<file path="src/rtl/multiplier_core.sv">
`default_nettype none
// ============================================================================
// Module   : multiplier_core
// Purpose  : Iterative radix-2 shift-add integer multiplier. It produces the
//            low WIDTH bits of X*Y in exactly WIDTH cycles after a start is
//            accepted. It also flags when the upper WIDTH bits of the unsigned
//            2*WIDTH-bit product are non-zero.
//
// Ports    : clk    - rising-edge clock
//            rst_n  - synchronous, active-low reset
//            start  - multiply request, only looked at while idle
//            X, Y   - operands [0:WIDTH-1], bit 0 is the MSB
//            Z      - low WIDTH bits of the product, held between ops
//            ovf    - upper half of the unsigned product is non-zero
//            busy   - operation in progress
//            done   - one-cycle pulse when Z/ovf are updated
// Revision : 1.0 - initial release
// ============================================================================
module multiplier_core #(
  parameter int WIDTH = 32
) (
  input  logic             clk,
  input  logic             rst_n,
  input  logic             start,
  input  logic [0:WIDTH-1] X,
  input  logic [0:WIDTH-1] Y,
  output logic [0:WIDTH-1] Z,
  output logic             ovf,
  output logic             busy,
  output logic             done
);

  localparam int              c_cw   = $clog2(WIDTH);
  localparam logic [c_cw-1:0] c_last = c_cw'(WIDTH - 1);
  localparam logic [c_cw-1:0] c_one  = c_cw'(1);

  localparam logic [0:0] c_idle = 1'b0;
  localparam logic [0:0] c_run  = 1'b1;

  // Internal arithmetic uses conventional [msb:lsb] vectors. A
  // whole-vector assignment between [0:W-1] and [W-1:0] is positional,
  // so the numeric value is preserved: X[0] (MSB) lands on w_x[WIDTH-1].
  logic [WIDTH-1:0]   w_x;
  logic [WIDTH-1:0]   w_y;
  logic [2*WIDTH-1:0] w_addend;
  logic [2*WIDTH-1:0] w_acc_next;

  logic [0:0]         r_state;
  logic [2*WIDTH-1:0] r_mcand;   // multiplicand, shifted left one place per iteration
  logic [WIDTH-1:0]   r_mplier;  // multiplier, shifted right; bit 0 is the current bit
  logic [2*WIDTH-1:0] r_acc;
  logic [c_cw-1:0]    r_count;
  logic [0:WIDTH-1]   r_z;
  logic               r_ovf;
  logic               r_done;

  assign w_x        = X;
  assign w_y        = Y;
  assign w_addend   = r_mplier[0] ? r_mcand : '0;
  assign w_acc_next = r_acc + w_addend;

  always_ff @(posedge clk) begin
    if (!rst_n) begin
      r_state  <= c_idle;
      r_mcand  <= '0;
      r_mplier <= '0;
      r_acc    <= '0;
      r_count  <= '0;
      r_z      <= '0;
      r_ovf    <= 1'b0;
      r_done   <= 1'b0;
    end else begin
      r_done <= 1'b0;
      case (r_state)
        c_idle: begin
          if (start) begin
            r_mcand  <= {{WIDTH{1'b0}}, w_x};
            r_mplier <= w_y;
            r_acc    <= '0;
            r_count  <= '0;
            r_state  <= c_run;
          end
        end
        c_run: begin
          r_acc    <= w_acc_next;
          r_mcand  <= r_mcand << 1;
          r_mplier <= r_mplier >> 1;
          r_count  <= r_count + c_one;
          // The last iteration publishes the sum it is forming this cycle,
          // so the result lands exactly WIDTH edges after acceptance.
          if (r_count == c_last) begin
            r_z     <= w_acc_next[WIDTH-1:0];
            r_ovf   <= |w_acc_next[2*WIDTH-1:WIDTH];
            r_done  <= 1'b1;
            r_state <= c_idle;
          end
        end
        default: r_state <= c_idle;
      endcase
    end
  end

  assign Z    = r_z;
  assign ovf  = r_ovf;
  assign busy = (r_state == c_run);
  assign done = r_done;

endmodule
`default_nettype wire

</file>
<file path="config.mk">
export PLATFORM = sky130hd
export DESIGN_NAME = multiplier_core
export DESIGN_NICKNAME = d
export VERILOG_FILES = /design/src/rtl/multiplier_core.sv
export SDC_FILE = /design/constraint.sdc
export NUM_CORES = 1
export LEC_CHECK = 0
export ABC_AREA = 1
export CORE_AREA = 2 2 151 153
export DETAILED_ROUTE_END_ITERATION = 10
export DIE_AREA = 0 0 153 155
export PLACE_DENSITY = 0.82
export SYNTH_ARGS = -nofsm -noshare
export SYNTH_HDL_FRONTEND = slang
export SYNTH_SLANG_ARGS = --single-unit
</file>
<file path="constraint.sdc">
create_clock -name clk -period 7.15 [get_ports clk]
set_input_delay 2.145 -clock clk [delete_from_list [all_inputs] [get_ports clk]]
set_output_delay 2.145 -clock clk [all_outputs]
set_load 0.005 [all_outputs]
</file>
==> key figures, run 1 <==
Outcome
  – Run status: finished clean

Worst setup path
  – Nature of the critical path endpoint: flop
  – Critical Path Source: rst_n
  – Worst setup path class: in2reg
  – CP arrival: about 4600 ps
  – Worst Path Required: around 7500 ps
  – Crit path max fanout: 63
  – Worst Setup EP: Z[30]$_SDFFE_PN0P_
  – CP Cell Sequence: buf_2, buf_4, clkinv_2, nor2_2, inv_1, o21ai_0
  – Reg2reg setup slack: ~3000 ps
  – FF-to-FF End: ovf$_SDFFE_PN0P_
  – Levels on crit path: 6
  – CP peak stage delay: about 960 ps
  – WP buf/inv: 4
  – Worst path slowest cell: nor2_2
  – R2R cell count: 22
  – Critical Path Source Type: input port
  – Crit-path leading delay family: buffers and inverters
  – Reg-to-Reg Start: r_mplier[0]$_SDFFE_PN0P_

Hold path
  – Hold_sp: ovf$_SDFFE_PN0P_
  – HP Class: reg2reg

GRT
  – Met1 Usage GRT: 0.493
  – Vias in the first global route: approximately 14,000
  – Initial antenna violation count: 1
  – Top Usage Layer GRT: met2
  – Met2 GRT Util: 0.580
  – Total GRT Usage: 0.360
  – Met3 Use GR: 0.0635
  – Gr ovfl total: 0
  – First-pass GRT wire length: a little under 70,000 um
  – Largest net degree at the start of global routing: 97

Clock network
  – CTS H-tree lvls: 4
  – Worst skew pair latency: approximately 460 ps
  – # hold bufs at CTS: 0
  – CTS Root Cell: clkbuf_16
  – Post-CTS Setup Repair Bufs: 0
  – # clock sinks: 200
  – Cts repair resizes: 0
  – CTS tree: yes
  – CTS Buffer Depth: 2
  – Num CTS Buffers: 17
  – Clock transition at path regs: about 90 ps

STA
  – Slew Viols, Final: 0
  – Max_slew headroom: 0.275
  – Final period utilization: 0.595
  – Achievable frequency: ~230 MHz
  – Setup TNS Final: 0 ps
  – Min Tclk post-route: ~4300 ps
  – Final Hold Vio Count: 0
  – Worst-Margin Slew: 1090 ps
  – Final setup viols: 0
  – Worst setup margin: between 2000 and 3000 ps
  – Clk_skew: ~19 ps
  – RSZ-0062 raised after global routing: false

Route
  – Routed Antenna Nets: 0
  – Pre-antenna DRT Iters: 6
  – # DRC: 0
  – Total number of vias: between 15,000 and 20,000
  – Vias per inst: ~5.3
  – Wire length per cell: between 15 and 20 um
  – DRT iter0 DRCs: approximately 1,600
  – Routed WL: approximately 43,000 um

Die
  – Starting Density: 0.634
  – Ports: 102
  – Die Ht: ~160 um
  – Die X-Extent: approximately 150 um
  – Row cnt: between 50 and 60
  – Core area: 22,200 sq um
  – Die ar.: 23,700 sq um

Run
  – Maxcap violations: 0

Synth
  – Post-synth cell types: 34
  – Ranking of synthesized cells by area: nand2_1, dfxtp_1, inv_1, ha_1, a21oi_1
  – Sequential area share after synthesis: 0.284
  – Mapped cell area: approximately 14,000 sq um
  – Synth Warn #: 0
  – Async S/R FF share, synth: 0
  – Number of synthesized flops with an enable pin: 0
  – Synth Register Bits: 200
  – Yosys top cell area share: 0.298
  – Syn_nets: between 2,000 and 3,000
  – Cell taking the most area after synthesis: nand2_1
  – Mean post-synth cell area: ~5.7 sq um
  – Top_reg_cell synth: dfxtp_1
  – Synth Instances: around 2,500

Power
  – Static Leakage: ~9 nW
  – VDD IR max: between 0.15 and 0.2 mV
  – Pwr dens: around 150 nW/um^2

Placed design
  – Post-DP HPWL: 33,700 um
  – IO buf count: roughly 100
  – Pre-CTS WS: roughly 2500 ps
  – Cells after DPL: between 2,000 and 3,000
  – Routability congestion estimate: roughly 1.1

Finish
  – Share of layout cells above drive strength 1: 0.0390
  – Post-layout util: 0.716
  – Final net count: 2,658
  – Syn-to-layout area delta: 12.8%
  – Diodes inserted: 0
  – Fill count: roughly 2,000
  – Finished Layout Cells: around 2,800
[layer usage]
layer,part of all wire,wire length [um]
met4,0.030,1290
met2,0.44,19100
met1,0.43,18700
met3,0.093,3990
met5,0.00030,13
[worst min-delay path by stage]
stage	cells past startpoint	slack [ps]	end
2_1_floorplan	1	440	r_count[3]$_SDFFE_PN0P_
3_3_place_gp	2	440	ovf$_SDFFE_PN0P_
3_5_place_dp	2	450	ovf$_SDFFE_PN0P_
4_1_cts	2	460	ovf$_SDFFE_PN0P_
5_1_grt	2	480	ovf$_SDFFE_PN0P_
6_report	2	460	ovf$_SDFFE_PN0P_
[worst reg2reg max path, delay by kind of cell, from the launching register on]
family                   cells  cell delay (ps)
flip-flops                   1              770
buffers and inverters        5              850
AND/OR/NAND/NOR             16             2080
adder cells (fa/ha/maj)      1              310
[through the flow]
step	hold slack (ps)	cell area (sq um)	total power, mW
after floorplan	437	14100	1.29
after global placement	441	15300	1.36
after detailed placement	451	15300	1.36
after CTS	463	15900	2.41
after global routing	484	15900	2.47
final	463	15900	2.41
[registers in the layout (all words and copies together) (netlist names)]
register,flops
r_count,5
r_acc,64
r_mplier,32
Z,32
ovf,1
r_mcand,64
busy,1
done,1
[final cells by class]
| cell class | count | area (sq um) | area share |
|---|---|---|---|
| sequential | 200 | 4010 | 0.252 |
| clock buffer | 17 | 425 | 0.0267 |
| multi-input combinational | 1721 | 8040 | 0.506 |
| tap | 285 | 357 | 0.0224 |
| timing repair buffer | 109 | 1070 | 0.0670 |
| inverter | 476 | 1790 | 0.112 |
| clock inverter | 15 | 215 | 0.0135 |
[cell usage after synthesis, types with 4 or more instances]
cell type,count
a21oi_1,151
a22o_1,23
a22oi_1,36
buf_1,18
clkbuf_1,52
dfxtp_1,200
ha_1,65
inv_1,469
inv_2,5
nand2_1,1121
nand2_2,14
nand3_1,93
nand3_2,5
nand3b_1,9
nand4_1,13
nor2_1,104
nor2_2,22
nor3_1,7
nor4_1,4
o21ai_0,8
xor2_1,29
[cells in the final DEF, fill, tap and decap left out, types with 3 or more instances in the layout]
master              n
inv_6               3
inv_2               6
clkdlybuf4s50_1   100
o21bai_1            3
nand3b_1            9
nand3_1            93
nand3_2             5
nor2_1            102
a22oi_1            36
nor2_2             23
o21ai_0             8
clkbuf_16          17
ha_1               65
a21oi_1           151
nor3_1              7
dfxtp_1           198
nand2_1          1121
nor2_4              3
nand2_2            14
nand4_1            13
buf_4               8
inv_1             468
xor2_1             29
inv_12              6
a22o_1             23
nor4_1              4
[cell families after synthesis]
kind of cell / count (synthesis) / synth area share
buffers and inverters: 549 / 0.146
and+or+nand+nor: 1400 / 0.398
DFF: 200 / 0.284
adders and majority gates: 66 / 0.0591
AOI/OAI and AO/OA: 224 / 0.0931
xor gates and xnor gates: 31 / 0.0193
[where the power goes]
group / total (mW) / switching (mW) / internal [mW]
clock network: 1.07 / 0.569 / 0.499
logic: 0.177 / 0.109 / 0.0675
registers: 1.16 / 0.0251 / 1.14
Power figures use the tool's default switching activity.
==> run 2: changes to the inputs <==
--- a/config.mk
+++ b/config.mk
@@ -6,10 +6,10 @@
 export NUM_CORES = 1
 export LEC_CHECK = 0
 export ABC_AREA = 1
-export CORE_AREA = 2 2 151 153
+export CORE_AREA = 2 2 157 159
 export DETAILED_ROUTE_END_ITERATION = 10
-export DIE_AREA = 0 0 153 155
-export PLACE_DENSITY = 0.82
+export DIE_AREA = 0 0 159 161
+export PLACE_DENSITY = 0.76
 export SYNTH_ARGS = -nofsm -noshare
 export SYNTH_HDL_FRONTEND = slang
 export SYNTH_SLANG_ARGS = --single-unit
==> constraint.sdc (replaced) <==
create_clock -name clk -period 4.4 [get_ports clk]
set_input_delay 1.32 -clock clk [delete_from_list [all_inputs] [get_ports clk]]
set_output_delay 1.32 -clock clk [all_outputs]
set_load 0.005 [all_outputs]
==> run 2 against run 1 <==
Final cell count is 1.5% higher. Register-to-register slack worse by 2200 ps. Sequential share of layout area fell by 0.12 points. Critical path depth rose by 15. Clock skew up 5.2 ps. Non-clock buffer count increased by 4. Critical endpoint is now ovf$_SDFFE_PN0P_. Die area grew 7.9%. Highest routed layer is now met4. Largest cell class unchanged. Flip-flop and latch count did not move. Clock-buffer cell count rose by 1. Largest power group unchanged.
==> key figures, run 2 (synthesized netlist as in run 1, its figures left out) <==
Outcome
  – Run status: finished clean

Worst setup path
  – CP most frequent cell: nand2_1
  – Crit-path leading delay family: simple AND/OR/NAND/NOR gates
  – Nature of the critical path endpoint: flop
  – Reg2reg setup slack: roughly 830 ps
  – Worst setup path class: reg2reg
  – Worst Path Required: roughly 4800 ps
  – CP Cell Sequence: buf_4, nand2_1, inv_1, ha_1, nand2_1, nor2_2, inv_2, nor2_2, inv_1, nor2_2, nand3_1, nand3_1, nand2_1, nand2_1, nand2_1, nor2_1, nand2_1, nor2_1, nand3_1, nand2_1, nand2_1
  – Critical Path Source Type: flop
  – CP peak stage delay: around 620 ps
  – Crit path max fanout: 37
  – CP arrival: about 3900 ps
  – WP buf/inv: 4
  – Worst path slowest cell: dfxtp_2

Clock network
  – # hold bufs at CTS: 0
  – Cts repair resizes: 0
  – Worst skew pair latency: about 470 ps
  – CTS H-tree lvls: 4
  – Clock transition at path regs: approximately 100 ps
  – CTS tree: yes
  – CTS Root Cell: clkbuf_16
  – # clock sinks: 200
  – CTS Buffer Depth: 2
  – Post-CTS Setup Repair Bufs: 0
  – Num CTS Buffers: 17

STA
  – Min Tclk post-route: around 3600 ps
  – Slew Viols, Final: 0
  – Final Hold Vio Count: 0
  – RSZ-0062 raised after global routing: false
  – Setup TNS Final: 0 ps
  – Hold WS: 472 ps
  – Clk_skew: 23.9 ps
  – Final period utilization: 0.810
  – Max_slew headroom: 0.190
  – Achievable frequency: around 280 MHz
  – Worst-Margin Slew: between 1000 and 1500 ps
  – Final setup viols: 0

Finish
  – Regs by FF count: r_acc (64), r_mcand (64)
  – Diodes inserted: 0
  – Final net count: roughly 2,700
  – Syn-to-layout area delta: 13.3%
  – Commonest non-fill, non-tap cell in the layout: nand2_1
  – Share of layout cells above drive strength 1: 0.0405
  – Post-layout util: 0.667
  – Most frequent cells in the layout: nand2_1, inv_1, dfxtp_1, a21oi_1, nor2_1

Hold path
  – HP Class: reg2reg

Power
  – Internal power: 2.77 mW
  – Static Leakage: 9.06 nW
  – Final Power: 3.92 mW
  – VDD IR max: 0.254 mV
  – Sw Ratio: 0.294
  – Gate power share: 0.076
  – Clock share of power: 0.442
  – Pwr dens: roughly 250 nW/um^2
  – Sequential share of power: 0.481
  – Psw: ~1.2 mW

GRT
  – Gr ovfl total: 0
  – Total GRT Usage: 0.352
  – Largest net degree at the start of global routing: between 90 and 100
  – Initial antenna violation count: 0
  – Vias in the first global route: between 10,000 and 15,000
  – First-pass GRT wire length: 71,500 um

Placed design
  – IO buf count: approximately 100
  – Routability congestion estimate: 1.10
  – Post-DP HPWL: 35,600 um

Route
  – # DRC: 0
  – Routed Antenna Nets: 0
  – Vias per inst: between 5 and 6
  – Wire length per cell: ~16 um
  – Pre-antenna DRT Iters: 7
  – Total number of vias: around 15,000
  – Routed WL: 45,700 um
  – DRT iter0 DRCs: 1,538

Die
  – Die Ht: 161 um
  – Die X-Extent: 159 um
  – Starting Density: 0.589
  – Core area: approximately 24,000 sq um
  – Ports: 102
  – Die ar.: around 26,000 sq um
  – Row cnt: 57

Run
  – Maxcap violations: 0
-- run 2: cell types whose count changed in the layout (fill, tap and decap cells not counted), moves of 2 or more --
cell,previous run,this run
clkinv_8,2,4
inv_6,3,1
buf_4,8,11
inv_16,2,0
inv_8,1,3
inv_12,6,4
-- run 2: stage by stage --
stage	setup slack (ps)	std cells	cell area [sq um]
after floorplan	1530	2470	14100
after global placement	940	2834	15400
after detailed placement	959	2834	15400
after CTS	948	2866	16000
after global routing	470	2866	16000
final	834	2866	16000
-- run 2: worst min-delay path, stage by stage, from the launching register on --
cell and delay [ps]:
dfxtp_1 320, nand2_1 60, a21oi_1 60
-- run 2: area by class of cell --
class,count,area [sq um]
Sequential cell,200,4010
Timing Repair Buffer,113,1110
Fill cell,2355,7980
Clock inverter,14,189
Multi-Input combinational cell,1721,8040
Inverter,476,1790
Clock buffer,18,439
Tap cell,324,405
-- run 2: worst paths after layout --
path                            start                  to  cells past startpoint
max          r_mplier[0]$_SDFFE_PN0P_    ovf$_SDFFE_PN0P_                     21
max reg2reg  r_mplier[0]$_SDFFE_PN0P_    ovf$_SDFFE_PN0P_                     21
min reg2reg        Z[17]$_SDFFE_PN0P_  Z[17]$_SDFFE_PN0P_                      2
min                Z[17]$_SDFFE_PN0P_  Z[17]$_SDFFE_PN0P_                      2
-- run 2: power by group through the flow --
stage	Sequential, mW	Clock [mW]	Combinational, mW
6_report	1.89	1.73	0.300
5_1_grt	1.89	1.80	0.330
4_1_cts	1.88	1.74	0.298
3_5_place_dp	1.93	0	0.296
3_3_place_gp	1.92	0	0.289
2_1_floorplan	1.91	0	0.188
-- run 2: layer usage --
metal  routed length, um  global-route usage
met3                4300              0.0719
met5                   0                   0
met1               20200               0.485
met2               20000               0.563
met4                1120              0.0971
==> run 3: changes to the inputs <==
==> constraint.sdc (replaced) <==
create_clock -name clk -period 3.75 [get_ports clk]
set_input_delay 1.125 -clock clk [delete_from_list [all_inputs] [get_ports clk]]
set_output_delay 1.125 -clock clk [all_outputs]
set_load 0.005 [all_outputs]
==> run 3 against run 2 <==
Worst hold slack worse by 2.5 ps. Die area unchanged. Routed wire length up 0.46%. Via count is 1.5% higher. Critical path depth increased by 1. Maximum frequency increased by 9.8%. Flip-flop and latch count did not move. Setup slack worse by 330 ps. First-iteration DRC count increased by 2.2%. Clock-buffer cell count is 1 lower. Final area increased by 0.41%. Largest power group unchanged.
==> key figures, run 3 (synthesized netlist as in run 1, its figures left out) <==
Outcome
  – Run status: finished clean

Route
  – Total number of vias: ~15,000
  – Pre-antenna DRT Iters: 9
  – Highest routed metal layer: met4
  – Vias per inst: 5.29
  – # DRC: 0
  – Metal3 WL: ~4500 um
  – Wire length per cell: ~16 um
  – Routed Antenna Nets: 0
  – DRT met1 WL: 20,500 um
  – DRT iter0 DRCs: between 1,500 and 2,000
  – Routed WL: ~46,000 um
  – DR WL met2: between 15,000 and 20,000 um

STA
  – Final Hold Vio Count: 0
  – Hold WS: about 470 ps
  – Final period utilization: 0.866
  – Worst-Margin Slew: just over 900 ps
  – RSZ-0062 raised after global routing: false
  – Min Tclk post-route: roughly 3200 ps
  – Slew Viols, Final: 0
  – Achievable frequency: between 300 and 400 MHz
  – Setup TNS Final: 0 ps
  – Final setup viols: 0
  – Clk_skew: approximately 21 ps
  – Max_slew headroom: 0.390

Clock network
  – CTS H-tree lvls: 4
  – CTS Buffer Depth: 2
  – # clock sinks: 200
  – Cts repair resizes: 0
  – Clock transition at path regs: ~90 ps
  – # hold bufs at CTS: 0
  – Num CTS Buffers: 17
  – CTS Root Cell: clkbuf_16
  – CTS tree: yes
  – Post-CTS Setup Repair Bufs: 0
  – Worst skew pair latency: roughly 460 ps

GRT
  – Total GRT Usage: 0.356
  – Initial antenna violation count: 0
  – Gr ovfl total: 0
  – Largest net degree at the start of global routing: 94
  – Vias in the first global route: approximately 14,000
  – First-pass GRT wire length: roughly 73,000 um

Worst setup path
  – Critical Path Source Type: flop
  – CP arrival: between 3000 and 4000 ps
  – Crit path max fanout: 18
  – Nature of the critical path endpoint: flop
  – Worst Path Required: 4110 ps
  – Worst setup path class: reg2reg

Finish
  – Diodes inserted: 0
  – Fill count: approximately 2,300
  – Design area: approximately 16,000 sq um
  – Most frequent cells in the layout: nand2_1, inv_1, dfxtp_1, a21oi_1, nor2_1
  – Syn-to-layout area delta: 13.8%
  – Commonest non-fill, non-tap cell in the layout: nand2_1
  – Share of layout cells above drive strength 1: 0.0413
  – Finished Layout Cells: around 2,900
  – Regs by FF count: r_acc (64), r_mcand (64)
  – Final net count: ~2,700

Placed design
  – DP Area: between 15,000 and 20,000 sq um
  – Cells after DPL: approximately 2,800
  – IO buf count: 101
  – Routability congestion estimate: approximately 1.1
  – Post-DP HPWL: 36,000 um

Die
  – Die X-Extent: 159 um
  – Row cnt: 57
  – Starting Density: 0.589
  – Die Ht: approximately 160 um
  – Core area: between 20,000 and 25,000 sq um
  – Ports: between 100 and 150
  – Die ar.: between 20,000 and 30,000 sq um

Power
  – Static Leakage: approximately 9.1 nW
  – Pwr dens: about 290 nW/um^2
  – VDD IR max: approximately 0.3 mV

Hold path
  – HP Class: reg2reg

Run
  – Maxcap violations: 0
run 3: cell types whose count changed in the layout (fill, tap and decap cells not counted), moves of 2 or more:
cell,before,now
inv_6,1,3
clkinv_8,4,2
inv_12,4,7
buf_12,1,4
run 3: final timing paths:
path                                               start            endpoint  slack (ps)  cells after the start
worst max register to register  r_mplier[0]$_SDFFE_PN0P_    ovf$_SDFFE_PN0P_         500                     22
worst max-delay path            r_mplier[0]$_SDFFE_PN0P_    ovf$_SDFFE_PN0P_         500                     22
worst min-delay path                  Z[26]$_SDFFE_PN0P_  Z[26]$_SDFFE_PN0P_         470                      2
worst min register to register        Z[26]$_SDFFE_PN0P_  Z[26]$_SDFFE_PN0P_         470                      2
run 3: where the power goes:
| part | internal (mW) | switching, mW |
|---|---|---|
| combinational | 0.139 | 0.215 |
| sequential | 2.17 | 0.0556 |
| clock | 0.954 | 1.12 |
| total | 3.26 | 1.39 |
run 3: critical path, stage by stage, from the launching register on:
cell     delay [ps]
dfxtp_2         400
buf_4           250
nand2_1         170
inv_1            90
ha_1            300
nand2_1         210
inv_1            80
nand2_1          70
nand2_1          80
nand2_1          70
nand2_1          80
inv_1            60
nand3_1         260
nand2_1         220
nand3_1          90
nand2_1          70
nand2_1         100
nor2_1          120
nand2_1          60
nor2_1          150
nand3_1         100
nand2_1          60
nand2_1          50
run 3: layer usage:
metal | vias to the layer above | track usage
met5 | - | 0
met4 | 0 | 0.112
met3 | 81 | 0.0678
met2 | 657 | 0.554
met1 | 6847 | 0.501
li1 | 7579 | -
run 3: final cells by class:
type                       instances  area, sq um  area share
inverter                         476         1790       0.111
multi-input combinational       1721         8040       0.501
clock buffer                      17          425      0.0265
sequential                       200         4010       0.250
clock inverter                    15          215      0.0134
tap                              324          405      0.0253
timing repair buffer             115         1160      0.0724
run 3: stage by stage:
step	power, mW	util	worst slack (ps)
final	4.65	0.670	502
after global routing	4.78	0.670	324
after CTS	4.66	0.670	608
after detailed placement	2.62	0.643	613
after global placement	2.61	0.643	556
after floorplan	2.46	-	882
